`config.mk`:
```
export PLATFORM = sky130hd
export DESIGN_NAME = pt_frame_seq
export DESIGN_NICKNAME = d
export VERILOG_FILES = /design/src/rtl/pt_frame_seq.sv
export SDC_FILE = /design/constraint.sdc
export NUM_CORES = 1
export LEC_CHECK = 0
export CAP_MARGIN = 20
export CORE_ASPECT_RATIO = 0.75
export CORE_MARGIN = 3
export CORE_UTILIZATION = 50
export DETAILED_ROUTE_END_ITERATION = 16
export GPL_TIMING_DRIVEN = 1
export PLACE_DENSITY = 0.75
export SLEW_MARGIN = 20
export SYNTH_ARGS = -nofsm -noshare
export SYNTH_HDL_FRONTEND = slang
export SYNTH_SLANG_ARGS = --single-unit
export TNS_END_PERCENT = 1
```
`constraint.sdc`:
```
create_clock -name clk -period 2.8 [get_ports clk]
set_input_delay 0.56 -clock clk [delete_from_list [all_inputs] [get_ports clk]]
set_output_delay 0.56 -clock clk [all_outputs]
set_load 0.05 [all_outputs]
```
`src/rtl/pt_frame_seq.sv`:
```
// Frame sequencer: sends a 12-trit word REPEATS times, each pass being 12 trit slots followed by a sync slot.
// Optional one-entry input queue is compiled in with the PT_FRAME_QUEUE_EN macro.
module pt_frame_seq #(
  parameter int BIT_CYCLES  = 32,
  parameter int SYNC_CYCLES = 128,
  parameter int REPEATS     = 4
) (
  input  logic        clk,
  input  logic        rst,
  input  logic [23:0] in_word,
  input  logic        in_valid,
  output logic        in_ready,
  output logic [1:0]  state,
  output logic        sb_rst,
  output logic        sel,
  output logic        busy,
  output logic        frame_done
);

  localparam int MAX_CYCLES = (BIT_CYCLES > SYNC_CYCLES) ? BIT_CYCLES : SYNC_CYCLES;
  localparam int CW = (MAX_CYCLES > 1) ? $clog2(MAX_CYCLES) : 1;
  localparam logic [CW-1:0] BIT_LAST  = CW'(BIT_CYCLES - 1);
  localparam logic [CW-1:0] SYNC_LAST = CW'(SYNC_CYCLES - 1);
  localparam logic [3:0]    REP_LAST  = 4'(REPEATS - 1);

  typedef enum logic [1:0] {S_IDLE, S_BITS, S_SYNC} fsm_t;

  fsm_t          st_q, st_d;
  logic [23:0]   word_q, word_d;
  logic [3:0]    trit_q, trit_d;
  logic [CW-1:0] slot_q, slot_d;
  logic [3:0]    rep_q, rep_d;
  logic [1:0]    state_q, state_d;
  logic          sb_rst_q, sb_rst_d;
  logic          sel_q, sel_d;
  logic          busy_q, busy_d;
  logic          frame_done_q, frame_done_d;
  logic          in_ready_q, in_ready_d;
  logic          xfer, start, end_frame;
  logic [23:0]   start_word;
`ifdef PT_FRAME_QUEUE_EN
  logic [23:0]   qword_q, qword_d;
  logic          qfull_q, qfull_d;
`endif

  // Trit idx of word, with the unused code 11 folded onto F (10).
  function automatic logic [1:0] trit_of(input logic [23:0] w, input logic [3:0] idx);
    logic [23:0] s;
    s = w << {idx, 1'b0};
    trit_of = (s[23:22] == 2'b11) ? 2'b10 : s[23:22];
  endfunction

  always_comb begin
    st_d         = st_q;
    word_d       = word_q;
    trit_d       = trit_q;
    slot_d       = slot_q;
    rep_d        = rep_q;
    state_d      = state_q;
    frame_done_d = 1'b0;
    start        = 1'b0;
    start_word   = in_word;
    end_frame    = 1'b0;
`ifdef PT_FRAME_QUEUE_EN
    qword_d      = qword_q;
    qfull_d      = qfull_q;
`endif
    xfer = in_valid && in_ready_q;

    case (st_q)
      S_BITS: begin
        if (slot_q == BIT_LAST) begin
          slot_d = '0;
          if (trit_q == 4'd11) begin
            st_d    = S_SYNC;
            state_d = 2'b00;
          end else begin
            trit_d  = trit_q + 4'd1;
            state_d = trit_of(word_q, trit_q + 4'd1);
          end
        end else begin
          slot_d = slot_q + 1'b1;
        end
      end
      S_SYNC: begin
        if (slot_q == SYNC_LAST) begin
          slot_d = '0;
          if (rep_q != REP_LAST) begin
            rep_d   = rep_q + 4'd1;
            st_d    = S_BITS;
            trit_d  = 4'd0;
            state_d = trit_of(word_q, 4'd0);
          end else begin
            frame_done_d = 1'b1;
            end_frame    = 1'b1;
            st_d         = S_IDLE;
            state_d      = 2'b00;
          end
        end else begin
          slot_d = slot_q + 1'b1;
        end
      end
      default: start = xfer;
    endcase

`ifdef PT_FRAME_QUEUE_EN
    // A word arriving on the last sync edge bypasses the queue and starts directly.
    if (end_frame) begin
      if (qfull_q) begin
        start      = 1'b1;
        start_word = qword_q;
        qfull_d    = 1'b0;
      end else begin
        start = xfer;
      end
    end else if (xfer && st_q != S_IDLE) begin
      qword_d = in_word;
      qfull_d = 1'b1;
    end
`endif

    if (start) begin
      st_d    = S_BITS;
      word_d  = start_word;
      trit_d  = 4'd0;
      slot_d  = '0;
      rep_d   = 4'd0;
      state_d = trit_of(start_word, 4'd0);
    end

    busy_d   = (st_d != S_IDLE);
    sb_rst_d = (st_d != S_SYNC);
    sel_d    = (st_d == S_SYNC);
`ifdef PT_FRAME_QUEUE_EN
    in_ready_d = !qfull_d;
`else
    in_ready_d = (st_d == S_IDLE);
`endif
  end

  always_ff @(posedge clk or posedge rst) begin
    if (rst) begin
      st_q         <= S_IDLE;
      word_q       <= '0;
      trit_q       <= '0;
      slot_q       <= '0;
      rep_q        <= '0;
      state_q      <= 2'b00;
      sb_rst_q     <= 1'b1;
      sel_q        <= 1'b0;
      busy_q       <= 1'b0;
      frame_done_q <= 1'b0;
      in_ready_q   <= 1'b1;
`ifdef PT_FRAME_QUEUE_EN
      qword_q      <= '0;
      qfull_q      <= 1'b0;
`endif
    end else begin
      st_q         <= st_d;
      word_q       <= word_d;
      trit_q       <= trit_d;
      slot_q       <= slot_d;
      rep_q        <= rep_d;
      state_q      <= state_d;
      sb_rst_q     <= sb_rst_d;
      sel_q        <= sel_d;
      busy_q       <= busy_d;
      frame_done_q <= frame_done_d;
      in_ready_q   <= in_ready_d;
`ifdef PT_FRAME_QUEUE_EN
      qword_q      <= qword_d;
      qfull_q      <= qfull_d;
`endif
    end
  end

  assign in_ready   = in_ready_q;
  assign state      = state_q;
  assign sb_rst     = sb_rst_q;
  assign sel        = sel_q;
  assign busy       = busy_q;
  assign frame_done = frame_done_q;

endmodule

```
==> impl_metrics.csv <==
group,metric,value,unit
placed_design,replace_congestion,0.789,
sta,fin_crit,2200,ps
synth,number_of_enable_type_register_cells_in_the_synthesized_netlist,0,
cells_and_area,fin_nets,314,
worst_hold_path,hold_path_class,"register to register",
sta,fin_tns_setup,0,ps
global_route,grt_pass1_wl,8180,um
cts,cts-buffers-inserted,5,
cts,cts.sink_count,48,
sta,final-hold-violation-count,0,
power,leakagePower,1.33,nW
cts,cts_hold_buf,0,
die,die_height,65.9,um
sta,final.period_utilization,78.6,%
cells_and_area,final_area,0.00289,sq mm
placed_design,placement.io_buffers,33,
power,sequentialPowerShare,56.5,%
detailed_routing,number_of_nets_still_failing_antenna_checks_after_routing,0,
cts,clockBufferDepth,2,
worst_setup_path,critPathMaxFanout,11,
sta,grt_setup_unrepaired,"false",
worst_setup_path,data_arrival_critical_path,2390,ps
sta,setup-violations-final,0,
global_route,globalRouteOverflowTotal,0,
synth,postSynthRegisterBits,48,
synth,post_synth.cell_area_avg,9.57,sq um
power,worst_ir_drop_vdd,275,uV
die,initial_utilization,52.6,%
sta,maxClockFrequency,454,MHz
synth,synth.yosys.warnings,0,
power,combPwrFrac,4.2,%
cts,resize_count_post_cts,0,
synth,synthCells,250,
worst_hold_path,min_path_cells,2,
detailed_routing,vias_per_cell,5.34,
global_route,antenna_found_initial,0,
die,die_w,85.9,um
synth,count_of_different_cell_masters_after_synthesis,43,
worst_setup_path,cp_data_required_time,2990,ps
worst_setup_path,timing.reg2reg.worst_path_depth,7,
synth,synthFlopType,"dfrtp_1",
sta,max_slew.worst_pin.slew,597,ps
die,rows,21,
cts,count_of_h_tree_levels_built_during_cts,2,
worst_setup_path,setup.worst_path.end_class,"register",
global_route,gr-usage-all-layers,18.2,%
cells_and_area,antenna-diode-count,0,
power,clock_power_share,39.4,%
worst_setup_path,startpoint_class_of_the_critical_path,"register",
sta,fin_worst_hold_slack,477,ps
worst_setup_path,worst-setup-path-type,"register to register",
global_route,via_count_of_the_first_global_routing_pass,1756,
power,netSwitchingFraction,19.3,%
synth,synth.cell_area,0.00239,sq mm
detailed_routing,detail_route.wl_per_cell,13.9,um
synth,synth_seq_area_share,50.3,%
worst_setup_path,rrSetupSlack,600,ps
synth,ys_async_sr_fraction,100,%
detailed_routing,drc,0,
die,ioPinCount,34,
cts,cts.clk_slew.worst_paths,80,ps
cts,tritoncts,"done",
cts,cts_root_buf,"clkbuf_8",
cells_and_area,post_route_cells_drive_above_1_share,9.19,%
die,die_area,0.00566,sq mm
detailed_routing,vias,1816,
placed_design,hpwlAfterDp,3410,um
detailed_routing,dr.pass1.iters,4,
power,p_switching,0.236,mW
detailed_routing,first_iter_violations,144,
detailed_routing,routed_wl,4720,um
sta,slew_violations,0,
cells_and_area,post_synthesis_to_final_layout_area_growth,20.7,%
die,core_area,0.00455,sq mm
outcome,run_status,"complete, no violations",
sta,finClkSkew,5.49,ps
cts,clock_insertion_delay_worst_skew,290,ps
cts,number_of_buffers_inserted_by_post_cts_setup_repair,0,
global_route,grt_start_max_net_pins,49,
flow_run,max-cap-violations,0,
placed_design,dpl_cell_area,0.00278,sq mm
power,intPower,0.990,mW
power,power-per-cell-area,425,mW/mm^2
synth,synthesis.nets,282,
sta,maxSlewHeadroom,60.2,%
-- worst max-delay path, stage by stage, from the launching register on --
cell and delay, ps:
dfrtp_1 410, inv_1 70, ha_1 350, or4b_1 480
a21oi_1 230, a31oi_1 190, o21bai_1 200, a21o_1 170
-- cells in the final DEF (no fill, tap or decap), types with 3 or more instances in the layout --
cell type,count
mux4_2,4
mux2i_1,6
nand3_1,5
o2111ai_1,3
inv_1,6
o21ai_0,13
mux2_2,4
buf_4,5
xor2_1,4
a21oi_1,5
nand2_1,80
dfrtp_1,46
clkdlybuf4s50_1,33
clkbuf_8,5
a31oi_1,3
nand3b_1,3
nor3b_1,3
nor3_1,5
nor2_1,9
ha_1,5
-- cell families after synthesis --
kind of cell | count (synthesis) | share of synthesized area (%)
simple gates | 123 | 24.1
flops | 48 | 50.3
compound gates | 34 | 9.36
buf+inv | 20 | 3.30
mux | 14 | 8.16
xor+xnor | 6 | 2.20
fa+ha+maj | 5 | 2.62
-- area by class of cell --
class,instances,area [sq um]
Clock buffer,6,72.6
Clock inverter,2,35.0
Fill cell,389,1660
Inverter,7,26.3
Multi-Input combinational cell,182,1110
Sequential cell,48,1200
Tap cell,57,71.3
Timing Repair Buffer,38,368
-- metal layers --
layer,wire length (um),GRT usage [%]
met5,0,0
met4,24,5.34
met3,227,3.86
met2,2010,26.7
met1,2460,27.0
-- synthesized netlist by cell type, drive strengths merged, types with 3 or more instances --
cell type	instances	area, sq um
buf	5	22.5
nand3	5	25.0
mux4	4	90.1
a21oi	5	25.0
inv	7	26.3
nand2	80	300
nor3b	3	22.5
nor3	5	25.0
nand3b	3	22.5
a31oi	3	18.8
mux2	4	45.0
nor2	9	33.8
o21ai	13	65.1
dfrtp	46	1150
ha	5	62.6
mux2i	6	60.1
xor2	4	35.0
o2111ai	3	26.3
clkbuf	8	30.0
-- state kept, by name (all words and copies together), names as in the netlist --
signal      cells
frame_done      1
slot_q          7
sel             1
trit_q          4
rep_q           4
in_ready        1
state           2
sb_rst          1
st_q            2
word_q         24
busy            1
-- power by group through the flow --
stage	Combinational [mW]	Sequential [mW]	Clock (mW)
after floorplan	0.0109	0.706	0
after global placement	0.0526	0.706	0
after detailed placement	0.0527	0.706	0
after CTS	0.0528	0.693	0.498
after global routing	0.0570	0.693	0.524
final	0.0512	0.693	0.483
-- per-stage QoR --
stage / std cells / total power, mW / worst slack [ps] / util, %
after floorplan: 250 / 0.717 / 821 / -
after global placement: 332 / 0.759 / 606 / 61.1
final: 340 / 1.23 / 598 / 63.5
after detailed placement: 332 / 0.759 / 540 / 61.1
after global routing: 340 / 1.27 / 401 / 63.5
after CTS: 340 / 1.24 / 584 / 63.5
-- path summary, 6_finish.rpt --
kind                       startpoint          to
setup / recovery              st_q[1]   trit_q[2]
hold / removal             word_q[17]  word_q[17]
setup reg to reg              st_q[1]   trit_q[2]
hold reg to reg            word_q[17]  word_q[17]
max in group asynchronous         rst  word_q[12]
min in group asynchronous         rst        busy
Note: power is estimated with default switching activity, not from simulation.
